--- src/rtl/wb_bus_initiator.sv ---
// Wishbone classic single-cycle initiator: one command in, one bus cycle out, one response back.
// The wait for an ack is bounded, and cycles that get no ack are reported as errors.
module wb_bus_initiator #(
  parameter int unsigned TIMEOUT   = 64,
  parameter int unsigned CNT_WIDTH = 16
) (
  input  logic                 wb_clk_i,
  input  logic                 rstn_i,
  // command side
  input  logic                 cmd_valid_i,
  output logic                 cmd_ready_o,
  input  logic                 cmd_we_i,
  input  logic [31:0]          cmd_adr_i,
  input  logic [31:0]          cmd_dat_i,
  input  logic [3:0]           cmd_sel_i,
  // response side
  output logic                 rsp_valid_o,
  input  logic                 rsp_ready_i,
  output logic [31:0]          rsp_dat_o,
  output logic                 rsp_err_o,
  // status
  output logic                 busy_o,
  output logic [CNT_WIDTH-1:0] txn_count_o,
  output logic [CNT_WIDTH-1:0] err_count_o,
  // wishbone master
  output logic                 wbm_cyc_o,
  output logic                 wbm_stb_o,
  output logic                 wbm_we_o,
  output logic [3:0]           wbm_sel_o,
  output logic [31:0]          wbm_adr_o,
  output logic [31:0]          wbm_dat_o,
  input  logic [31:0]          wbm_dat_i,
  input  logic                 wbm_ack_i
);

  localparam int unsigned TmoW = (TIMEOUT > 2) ? $clog2(TIMEOUT) : 1;
  localparam logic [TmoW-1:0] TmoLast = TmoW'(TIMEOUT - 1);

  typedef enum logic [1:0] {StIdle, StBus, StResp} state_e;

  state_e               state_q, state_d;
  logic                 cyc_q, cyc_d;
  logic                 we_q, we_d;
  logic [3:0]           sel_q, sel_d;
  logic [31:0]          adr_q, adr_d;
  logic [31:0]          dat_q, dat_d;
  logic                 rsp_valid_q, rsp_valid_d;
  logic [31:0]          rsp_dat_q, rsp_dat_d;
  logic                 rsp_err_q, rsp_err_d;
  logic [CNT_WIDTH-1:0] txn_cnt_q, txn_cnt_d;
  logic [CNT_WIDTH-1:0] err_cnt_q, err_cnt_d;
  logic [TmoW-1:0]      tmo_q, tmo_d;

  always_ff @(posedge wb_clk_i or negedge rstn_i) begin
    if (!rstn_i) begin
      state_q     <= StIdle;
      cyc_q       <= 1'b0;
      we_q        <= 1'b0;
      sel_q       <= '0;
      adr_q       <= '0;
      dat_q       <= '0;
      rsp_valid_q <= 1'b0;
      rsp_dat_q   <= '0;
      rsp_err_q   <= 1'b0;
      txn_cnt_q   <= '0;
      err_cnt_q   <= '0;
      tmo_q       <= '0;
    end else begin
      state_q     <= state_d;
      cyc_q       <= cyc_d;
      we_q        <= we_d;
      sel_q       <= sel_d;
      adr_q       <= adr_d;
      dat_q       <= dat_d;
      rsp_valid_q <= rsp_valid_d;
      rsp_dat_q   <= rsp_dat_d;
      rsp_err_q   <= rsp_err_d;
      txn_cnt_q   <= txn_cnt_d;
      err_cnt_q   <= err_cnt_d;
      tmo_q       <= tmo_d;
    end
  end

  always_comb begin
    state_d     = state_q;
    cyc_d       = cyc_q;
    we_d        = we_q;
    sel_d       = sel_q;
    adr_d       = adr_q;
    dat_d       = dat_q;
    rsp_valid_d = rsp_valid_q;
    rsp_dat_d   = rsp_dat_q;
    rsp_err_d   = rsp_err_q;
    txn_cnt_d   = txn_cnt_q;
    err_cnt_d   = err_cnt_q;
    tmo_d       = tmo_q;

    unique case (state_q)
      StIdle: begin
        if (cmd_valid_i) begin
          we_d    = cmd_we_i;
          adr_d   = cmd_adr_i;
          dat_d   = cmd_dat_i;
          sel_d   = cmd_sel_i;
          cyc_d   = 1'b1;
          tmo_d   = '0;
          state_d = StBus;
        end
      end
      StBus: begin
        // An ack arriving on the timeout edge still counts as success.
        if (wbm_ack_i) begin
          cyc_d       = 1'b0;
          rsp_dat_d   = we_q ? 32'h0 : wbm_dat_i;
          rsp_err_d   = 1'b0;
          rsp_valid_d = 1'b1;
          txn_cnt_d   = txn_cnt_q + CNT_WIDTH'(1);
          state_d     = StResp;
        end else if (tmo_q == TmoLast) begin
          cyc_d       = 1'b0;
          rsp_dat_d   = 32'h0;
          rsp_err_d   = 1'b1;
          rsp_valid_d = 1'b1;
          err_cnt_d   = err_cnt_q + CNT_WIDTH'(1);
          state_d     = StResp;
        end else begin
          tmo_d = tmo_q + TmoW'(1);
        end
      end
      StResp: begin
        if (rsp_ready_i) begin
          rsp_valid_d = 1'b0;
          state_d     = StIdle;
        end
      end
      default: begin
        cyc_d   = 1'b0;
        state_d = StIdle;
      end
    endcase
  end

  assign cmd_ready_o = (state_q == StIdle);
  assign busy_o      = (state_q != StIdle);
  assign rsp_valid_o = rsp_valid_q;
  assign rsp_dat_o   = rsp_dat_q;
  assign rsp_err_o   = rsp_err_q;
  assign txn_count_o = txn_cnt_q;
  assign err_count_o = err_cnt_q;
  assign wbm_cyc_o   = cyc_q;
  assign wbm_stb_o   = cyc_q;
  assign wbm_we_o    = we_q;
  assign wbm_sel_o   = sel_q;
  assign wbm_adr_o   = adr_q;
  assign wbm_dat_o   = dat_q;

endmodule

--- config.mk ---
export PLATFORM = sky130hd
export DESIGN_NAME = wb_bus_initiator
export DESIGN_NICKNAME = d
export VERILOG_FILES = /design/src/rtl/wb_bus_initiator.sv
export SDC_FILE = /design/constraint.sdc
export NUM_CORES = 1
export LEC_CHECK = 0
export CORE_MARGIN = 10
export CORE_UTILIZATION = 30
export DETAILED_ROUTE_END_ITERATION = 8
export HOLD_SLACK_MARGIN = 0.15
export PLACE_DENSITY = 0.59
export SETUP_SLACK_MARGIN = 0.3
export SYNTH_ARGS = -nofsm -noshare
export SYNTH_HDL_FRONTEND = slang
export SYNTH_SLANG_ARGS = --single-unit
--- constraint.sdc ---
create_clock -name wb_clk_i -period 3.5 [get_ports wb_clk_i]
set_clock_uncertainty 0.15 [all_clocks]
set_input_delay 0.35 -clock wb_clk_i [delete_from_list [all_inputs] [get_ports wb_clk_i]]
set_output_delay 0.35 -clock wb_clk_i [all_outputs]
set_load 0.01 [all_outputs]
# Word level (Yosys, flattened, before mapping)
# Index checks and enable logic that the tools add are counted.
# op_classes
addsub	3
eq_ne	8
n_mux	21
bitwise	2
reduce_logical	13
# ops
operator	n
$mux W32	3
$add A16 B1 Y16 const B	2
$mux W6	3
$pmux W6 S2	1
$reduce_and A3 Y1	4
$mux W2	4
$ne A2 B2 Y1 const B	4
$reduce_bool A2 Y1	4
$mux W1	7
$add A6 B1 Y6 const B	1
$eq A6 B6 Y1 const B	1
$pmux W2 S3	1
$reduce_and A2 Y1	3
$reduce_and A4 Y1	1
$ne A3 B3 Y1 const B	1
$pmux W1 S3	1
$eq A2 B1 Y1 const B	1
$eq A2 B2 Y1 const B	1
$logic_not A2 Y1	1
$not A1 Y1	2
$pmux W1 S2	1
# totals
register_bits	144
inputBits	106
output_inout_bits	139
elab_cells	59

# Logic depth before layout (Yosys ltp)
# Gate-level depths: netlist of run 1.
# logic_depth
depth_word	4
depth_mapped	7

# Worst setup path before layout of run 1
# OpenSTA, ideal clock, no wires.
# synth_timing
kind	flip-flop to flip-flop
start	register tmo_q[0]
end	register rsp_dat_q[0], in the netlist rsp_dat_o[0]
setup_time_ps	123
t_arrival_ps	1542
required_time_ps	3227
slack_ps	1685
path_stages_with_launch	8
period_less_slack_ps	1815
cell_sequence	dfrtp_1 -> ha_1 -> and4_4 -> and2_4 -> o21a_1 -> buf_6 -> buf_12 -> mux2i_1
# synth_via
elab_chain_len	3
# synth_rtl
item	line	text
from (decl)	52	logic [TmoW-1:0] tmo_q, tmo_d;
from (signal assigned)	80	tmo_q <= tmo_d;
$eq A6 B6 Y1	119	end else if (tmo_q == TmoLast) begin
$reduce_bool A2 Y1 (no source line)	-	
$reduce_and A2 Y1 (no source line)	-	
to (signal assigned)	76	rsp_dat_q <= rsp_dat_d;
to (decl)	48	logic [31:0] rsp_dat_q, rsp_dat_d;
# Every way passes these cells.
# A chain may end at the register's enable or synchronous reset.

# Final worst setup path of run 1
# layout_timing
start	register state_q[0]
end	output port cmd_ready_o
# layout_via
elab_chain_len	1
# layout_rtl
item	line	text
from (decl)	41	state_e state_q, state_d;
from (signal assigned)	56	state_q <= StIdle;
from (signal assigned)	69	state_q <= state_d;
$logic_not A2 Y1	143	assign cmd_ready_o = (state_q == StIdle);
to (decl)	11	output logic cmd_ready_o,
# Every way passes these cells.

==> results.py, run 1 <==
metrics = {
    "floorplanning": {
        "die_h_um": 162,
        "fp.dieArea_um2": 26400,
        "core_um2": 20100,
        "rows": 52,
        "chipWidth_um": 162,
        "initial_utilization_pct": 30.3,
        "io_pins": 245,
    },
    "synth": {
        "synth_cell_types": 44,
        "synthCells": 605,
        "netlist_area_um2": 6080,
        "seq_area_frac_synth_pct": 59.2,
        "ys_ff_latch": 144,
        "ys.flop_type": "dfrtp_1",
        "synth-async-reset-ratio_pct": 100,
        "synth-edff-count": 0,
        "yosysTopAreaCell": "dfrtp_1",
        "synth_area_leaders": "dfrtp_1 (59%), nand2_1 (16%), mux2i_1 (5.1%), xnor2_1 (3.2%), inv_1 (2.1%)",
        "yosys_warnings": 0,
        "synth_nets": 714,
        "avgSynthCellArea_um2": 10.1,
        "yosysTopAreaCellShare_pct": 59.2,
    },
    "critical_path": {
        "path_max_fanout": 8,
        "r2r_setup_slack_ns": 1.15,
        "worst_setup_path_end_kind": "output port",
        "rr_endpoint": "rsp_dat_o[28]",
        "cpPeakStageDelay_ns": 0.62,
        "worst_ep_arrival_time_ns": 1.86,
        "critPathSlowestCell": "clkdlybuf4s50_1",
        "ff2ff_path_depth": 6,
        "reg2reg_from": "tmo_q[0]",
        "worstPathRequired_ns": 3.00,
        "cp_top_family": "buffers and inverters",
        "path_cells": "nor2_1, clkdlybuf4s50_1",
        "cp_num_buf_inv": 1,
        "cp-start-kind": "flop",
        "critPathKind": "flop to output port",
    },
    "route": {
        "ant_nets": 0,
        "first_iter_violations": 261,
        "routed_wl_mm": 18.1,
        "wl_per_cell_um": 16.0,
        "routed_via_density": 4.31,
        "dr.pass1.iters": 4,
        "via_count": 4863,
        "drc_errors": 0,
    },
    "grt": {
        "overflow": 0,
        "antenna_found_initial": 1,
        "grt_pass1_vias": 4946,
        "grt_first_pass_wirelength_mm": 28.5,
        "track_usage_pct": 13.6,
        "grt_max_degree": 81,
    },
    "layout": {
        "areaGrowthSynthToFinish_pct": 54.3,
        "nNetsFinal": 956,
        "diodes": 0,
        "layout_common_cells": "nand2_1 (252), clkdlybuf4s50_1 (243), dfrtp_1 (144)",
        "n_fill_cell": 1885,
        "layout-drive-gt1-share_pct": 6.52,
        "final_common_cell": "nand2_1",
    },
    "clocking": {
        "ctsResizeCount": 0,
        "numClockSinks": 144,
        "numCtsBuffers": 17,
        "clk_latency_ns": 0.41,
        "htree_levels": 4,
        "cts_setup_buffers": 0,
        "cts_tree": "yes",
        "cts_hold_buffers": 1,
        "clk_pin_slew_ns": 0.07,
        "clock_path_buffers": 2,
        "root_buffer": "clkbuf_16",
    },
    "pwr": {
        "worst_ir_drop_vdd_v": 0.000409,
        "leakage_nw": 4.34,
        "p_per_area_nw_per_um2": 810,
    },
    "hold_path": {
        "hold_start": "cmd_adr_i[0]",
        "min_path_cells": 3,
        "holdCritPathClass": "input port to flop",
        "min_to": "wbm_adr_o[0]",
    },
    "place": {
        "hpwl_mm": 13.0,
        "gp_congestion": 0.742,
        "pre_cts_slack_ns": 1.09,
        "io_buffers": 244,
    },
    "sta": {
        "rsz0062_at_grt": "no",
        "relSlewSlack_pct": 42.3,
        "tightest_slew_ns": 0.865,
        "hold_viol_final": 0,
        "max_freq_mhz": 423,
        "min_period_ns": 2.36,
        "fin_crit_sh_pct": 67.5,
        "slew_violations": 0,
        "finalWorstSetupSlack_ns": 1.14,
        "finalSetupViolCount": 0,
        "tns_ns": 0,
    },
    "job": {
        "max_cap_violations": 0,
    },
    "run_status": {
        "outcome": "complete, no violations",
    },
}
logic make-up (layout without fill, tap and decap cells):
| logic type | after synthesis | count (layout) | synth area share, % |
|---|---|---|---|
| mux | 35 | 35 | 5.84 |
| xor+xnor | 31 | 31 | 4.46 |
| simple gates | 312 | 312 | 22.6 |
| fa+ha+maj | 3 | 3 | 0.617 |
| compound gates | 18 | 18 | 2.08 |
| flops | 144 | 144 | 59.2 |
| buf+inv | 62 | 316 | 5.18 |
sequential cells by signal (all words and copies together), names as in the netlist:
signal and flops:
wbm_sel_o 4, rsp_err_o 1, txn_count_o 16, wbm_we_o 1, wbm_cyc_o 1, err_count_o 16
wbm_adr_o 32, wbm_dat_o 32, rsp_valid_o 1, rsp_dat_o 32, state_q 2, tmo_q 6
how the worst max path moves through the flow:
stage / startpoint / end / cells after the start
2_1_floorplan: tmo_q[0] / rsp_dat_o[0] / 7
3_3_place_gp: wbm_ack_i / rsp_dat_o[9] / 4
3_5_place_dp: wbm_ack_i / rsp_dat_o[28] / 4
4_1_cts: state_q[0] / cmd_ready_o / 2
5_1_grt: state_q[0] / cmd_ready_o / 2
6_report: state_q[0] / cmd_ready_o / 2
through the flow:
stage / std cells / total power, mW / utilization [%] / hold slack (ns) / area, um^2
after floorplan: 605 / 4.00 / - / -0.0956 / 6080
after global placement: 1097 / 5.73 / 43.6 / 0.305 / 8760
after detailed placement: 1097 / 5.76 / 43.6 / 0.304 / 8760
after CTS: 1129 / 7.75 / 46.7 / 0.284 / 9390
after global routing: 1129 / 8.15 / 46.7 / 0.282 / 9390
final: 1129 / 7.60 / 46.7 / 0.308 / 9390
area by class of cell:
type / count / area [um^2] / area share, %
clock buffer: 18 / 429 / 4.57
tap: 270 / 338 / 3.60
timing repair buffer: 251 / 2520 / 26.9
inverter: 34 / 128 / 1.36
sequential: 144 / 3600 / 38.4
multi-input combinational: 399 / 2180 / 23.2
clock inverter: 13 / 188 / 2.00
where the power goes:
group / internal (mW) / leakage (nW) / switching (mW)
combinational: 1.57 / 2.19 / 1.40
sequential: 2.30 / 1.86 / 0.405
clock: 1.19 / 0.292 / 0.729
total: 5.07 / 4.34 / 2.53
tightest hold or removal path, cell delays in order:
cell and delay, ns:
clkdlybuf4s50_1 0.40, nand2_1 0.05, nand2_1 0.04
synth_stat cells, types with 6 or more instances:
cell and count:
buf_2 9, nand3_1 13, nand4_1 9, inv_1 34, xnor2_1 22, o21ai_0 6
nand2_1 253, dfrtp_1 144, nor2_1 7, mux2i_1 31, clkbuf_1 11, xor2_1 9
layer usage:
layer / track usage (%) / wire length [um] / vias up
li1: - / - / 2397
met1: 16.5 / 7650 / 2272
met2: 20.7 / 8210 / 170
met3: 6.50 / 1910 / 22
met4: 4.67 / 329 / 2
met5: 0 / 18 / -
No activity file was read; power rests on OpenSTA's default activity.
==> run 2, diff against run 1 <==
--- a/config.mk
+++ b/config.mk
@@ -9,7 +9,7 @@
 export CORE_UTILIZATION = 30
 export DETAILED_ROUTE_END_ITERATION = 8
 export HOLD_SLACK_MARGIN = 0.15
-export PLACE_DENSITY = 0.59
+export PLACE_DENSITY = 0.61
 export SETUP_SLACK_MARGIN = 0.3
 export SYNTH_ARGS = -nofsm -noshare
 export SYNTH_HDL_FRONTEND = slang
==> constraint.sdc (replaced) <==
create_clock -name wb_clk_i -period 2.05 [get_ports wb_clk_i]
set_clock_uncertainty 0.15 [all_clocks]
set_input_delay 0.205 -clock wb_clk_i [delete_from_list [all_inputs] [get_ports wb_clk_i]]
set_output_delay 0.205 -clock wb_clk_i [all_outputs]
set_load 0.01 [all_outputs]
==> run 2 against run 1 <==
  * Cell count rose by 5.8%
  * Flip-flop and latch count unchanged
  * Setup slack got worse by 0.91 ns
  * Critical endpoint is now rsp_dat_o[29]
  * Highest routed layer is now met4
==> results.py, run 2 (synthesis results as in run 1) <==
metrics = {
    "grt": {
        "grt_pass1_vias": 5291,
        "met2_usage_pct": 22.3,
        "met3_usage_pct": 6.04,
        "overflow": 0,
        "grt_first_pass_wirelength_mm": 29.4,
        "track_usage_pct": 13.9,
        "antenna_found_initial": 2,
        "use_met1_pct": 16.4,
        "grt_max_degree": 70,
        "grt_busiest_layer": "met2",
    },
    "critical_path": {
        "rr_endpoint": "rsp_dat_o[29]",
        "path_max_fanout": 7,
        "r2r_setup_slack_ns": 0.22,
        "reg2reg_from": "tmo_q[0]",
        "worstPathRequired_ns": 2.20,
        "crit_path_start": "tmo_q[0]",
        "worst_setup_path_end_kind": "flop",
        "cp-start-kind": "flop",
        "worst_ep_arrival_time_ns": 1.97,
        "ff2ff_path_depth": 7,
        "critPathKind": "flop to flop",
    },
    "hold_path": {
        "holdCritPathClass": "input port to flop",
        "min_to": "wbm_adr_o[7]",
        "hold_start": "cmd_adr_i[7]",
        "min_path_cells": 3,
    },
    "sta": {
        "min_period_ns": 1.83,
        "relSlewSlack_pct": 65.2,
        "hold_viol_final": 0,
        "slew_violations": 0,
        "fin_crit_sh_pct": 89.1,
        "max_freq_mhz": 547,
        "tns_ns": 0,
        "finalSetupViolCount": 0,
        "tightest_slew_ns": 0.521,
        "rsz0062_at_grt": "yes",
        "fin_hold_ws_ns": 0.176,
    },
    "route": {
        "drc_errors": 0,
        "ant_nets": 0,
        "wl_per_cell_um": 15.8,
        "dr.pass1.iters": 4,
        "via_count": 5048,
        "routed_wl_mm": 18.9,
        "first_iter_violations": 128,
        "routed_via_density": 4.22,
    },
    "clocking": {
        "clk_latency_ns": 0.41,
        "htree_levels": 4,
        "numClockSinks": 144,
        "numCtsBuffers": 17,
        "clk_pin_slew_ns": 0.06,
        "clock_path_buffers": 2,
        "root_buffer": "clkbuf_16",
        "cts_tree": "yes",
    },
    "pwr": {
        "worst_ir_drop_vdd_v": 0.000633,
        "power.total_mw": 13.4,
        "p_per_area_nw_per_um2": 1310,
        "leakage_nw": 5.09,
    },
    "place": {
        "io_buffers": 244,
        "gp_congestion": 0.755,
        "hpwl_mm": 13.2,
        "dpl_cell_area_um2": 8890,
        "place_inst": 1109,
    },
    "floorplanning": {
        "chipWidth_um": 162,
        "initial_utilization_pct": 30.3,
        "die_h_um": 162,
        "core_um2": 20100,
        "fp.dieArea_um2": 26400,
        "io_pins": 245,
        "rows": 52,
    },
    "job": {
        "max_cap_violations": 0,
    },
    "layout": {
        "final_common_cell": "nand2_1",
        "fin_cells": 1195,
        "areaGrowthSynthToFinish_pct": 67.7,
        "design_area_um2": 10200,
        "layout_common_cells": "nand2_1 (252), clkdlybuf4s50_1 (197), dfrtp_1 (138)",
        "layout-drive-gt1-share_pct": 11.7,
        "nNetsFinal": 1019,
        "n_fill_cell": 1814,
    },
    "run_status": {
        "outcome": "complete, no violations",
    },
}
==> run 2: cell types whose count changed in the layout (fill, tap and decap cells not counted), sizes merged <==
cell / before / now
dlymetal6s2s: 0 / 22
clkinv: 5 / 3
diode: 0 / 2
dlygate4sd3: 1 / 29
inv: 35 / 36
dlygate4sd2: 0 / 23
bufinv: 4 / 3
clkbuf: 18 / 24
clkdlybuf4s50: 243 / 197
buf: 7 / 40
==> run 2: cell type report <==
type / count / area, um^2 / share of cell area, %
Sequential cell: 144 / 3610 / 35.4
Clock inverter: 11 / 156 / 1.53
Clock buffer: 21 / 450 / 4.42
Antenna cell: 2 / 5.00 / 0.0491
Tap cell: 270 / 338 / 3.31
Multi-Input combinational cell: 399 / 2270 / 22.3
Timing Repair Buffer: 314 / 3240 / 31.8
Inverter: 34 / 128 / 1.25
==> run 2: through the flow <==
stage	worst slack, ns	utilization [%]
2_1_floorplan	0.310	-
5_1_grt	0.180	50.7
3_3_place_gp	0.0859	44.2
4_1_cts	0.172	49.5
3_5_place_dp	0.0740	44.2
6_report	0.223	50.7
==> run 2: how the worst max path moves through the flow <==
| stage | cells after the start | slack (ns) | endpoint |
|---|---|---|---|
| 5_1_grt | 7 | 0.18 | rsp_dat_o[4] |
| 3_3_place_gp | 4 | 0.09 | err_count_o[1] |
| 3_5_place_dp | 4 | 0.07 | err_count_o[1] |
| 4_1_cts | 6 | 0.17 | rsp_dat_o[23] |
| 6_report | 7 | 0.22 | rsp_dat_o[29] |
| 2_1_floorplan | 7 | 0.31 | rsp_dat_o[0] |
==> run 2: power breakdown <==
part / switching (mW) / internal (mW)
registers: 0.649 / 3.93
logic: 2.60 / 2.99
clock network: 1.23 / 1.96
total: 4.48 / 8.88
==> run 2: timing repair <==
item | CTS | global route
endpoints found under the hold margin | 171 | 0
cloned | 2 | 2
gates resized for setup | 34 | 45
hold buffers | 29 | 0
setup buffers | 14 | 5
pin swaps | 4 | 16
setup endpoints to repair | 137 | 83
==> run 2: routing by layer <==
metal,part of all wire [%],wire length [um]
met1,42,7890
met2,48,9140
met3,8.6,1630
met4,1.4,262
met5,0,0
==> run 2: critical path, cell delays in order, from the launching register on <==
cell	delay [ns]
dfrtp_1	0.41
ha_4	0.18
and4_4	0.15
and2_4	0.16
o21a_4	0.25
buf_12	0.14
clkbuf_16	0.16
mux2i_1	0.12
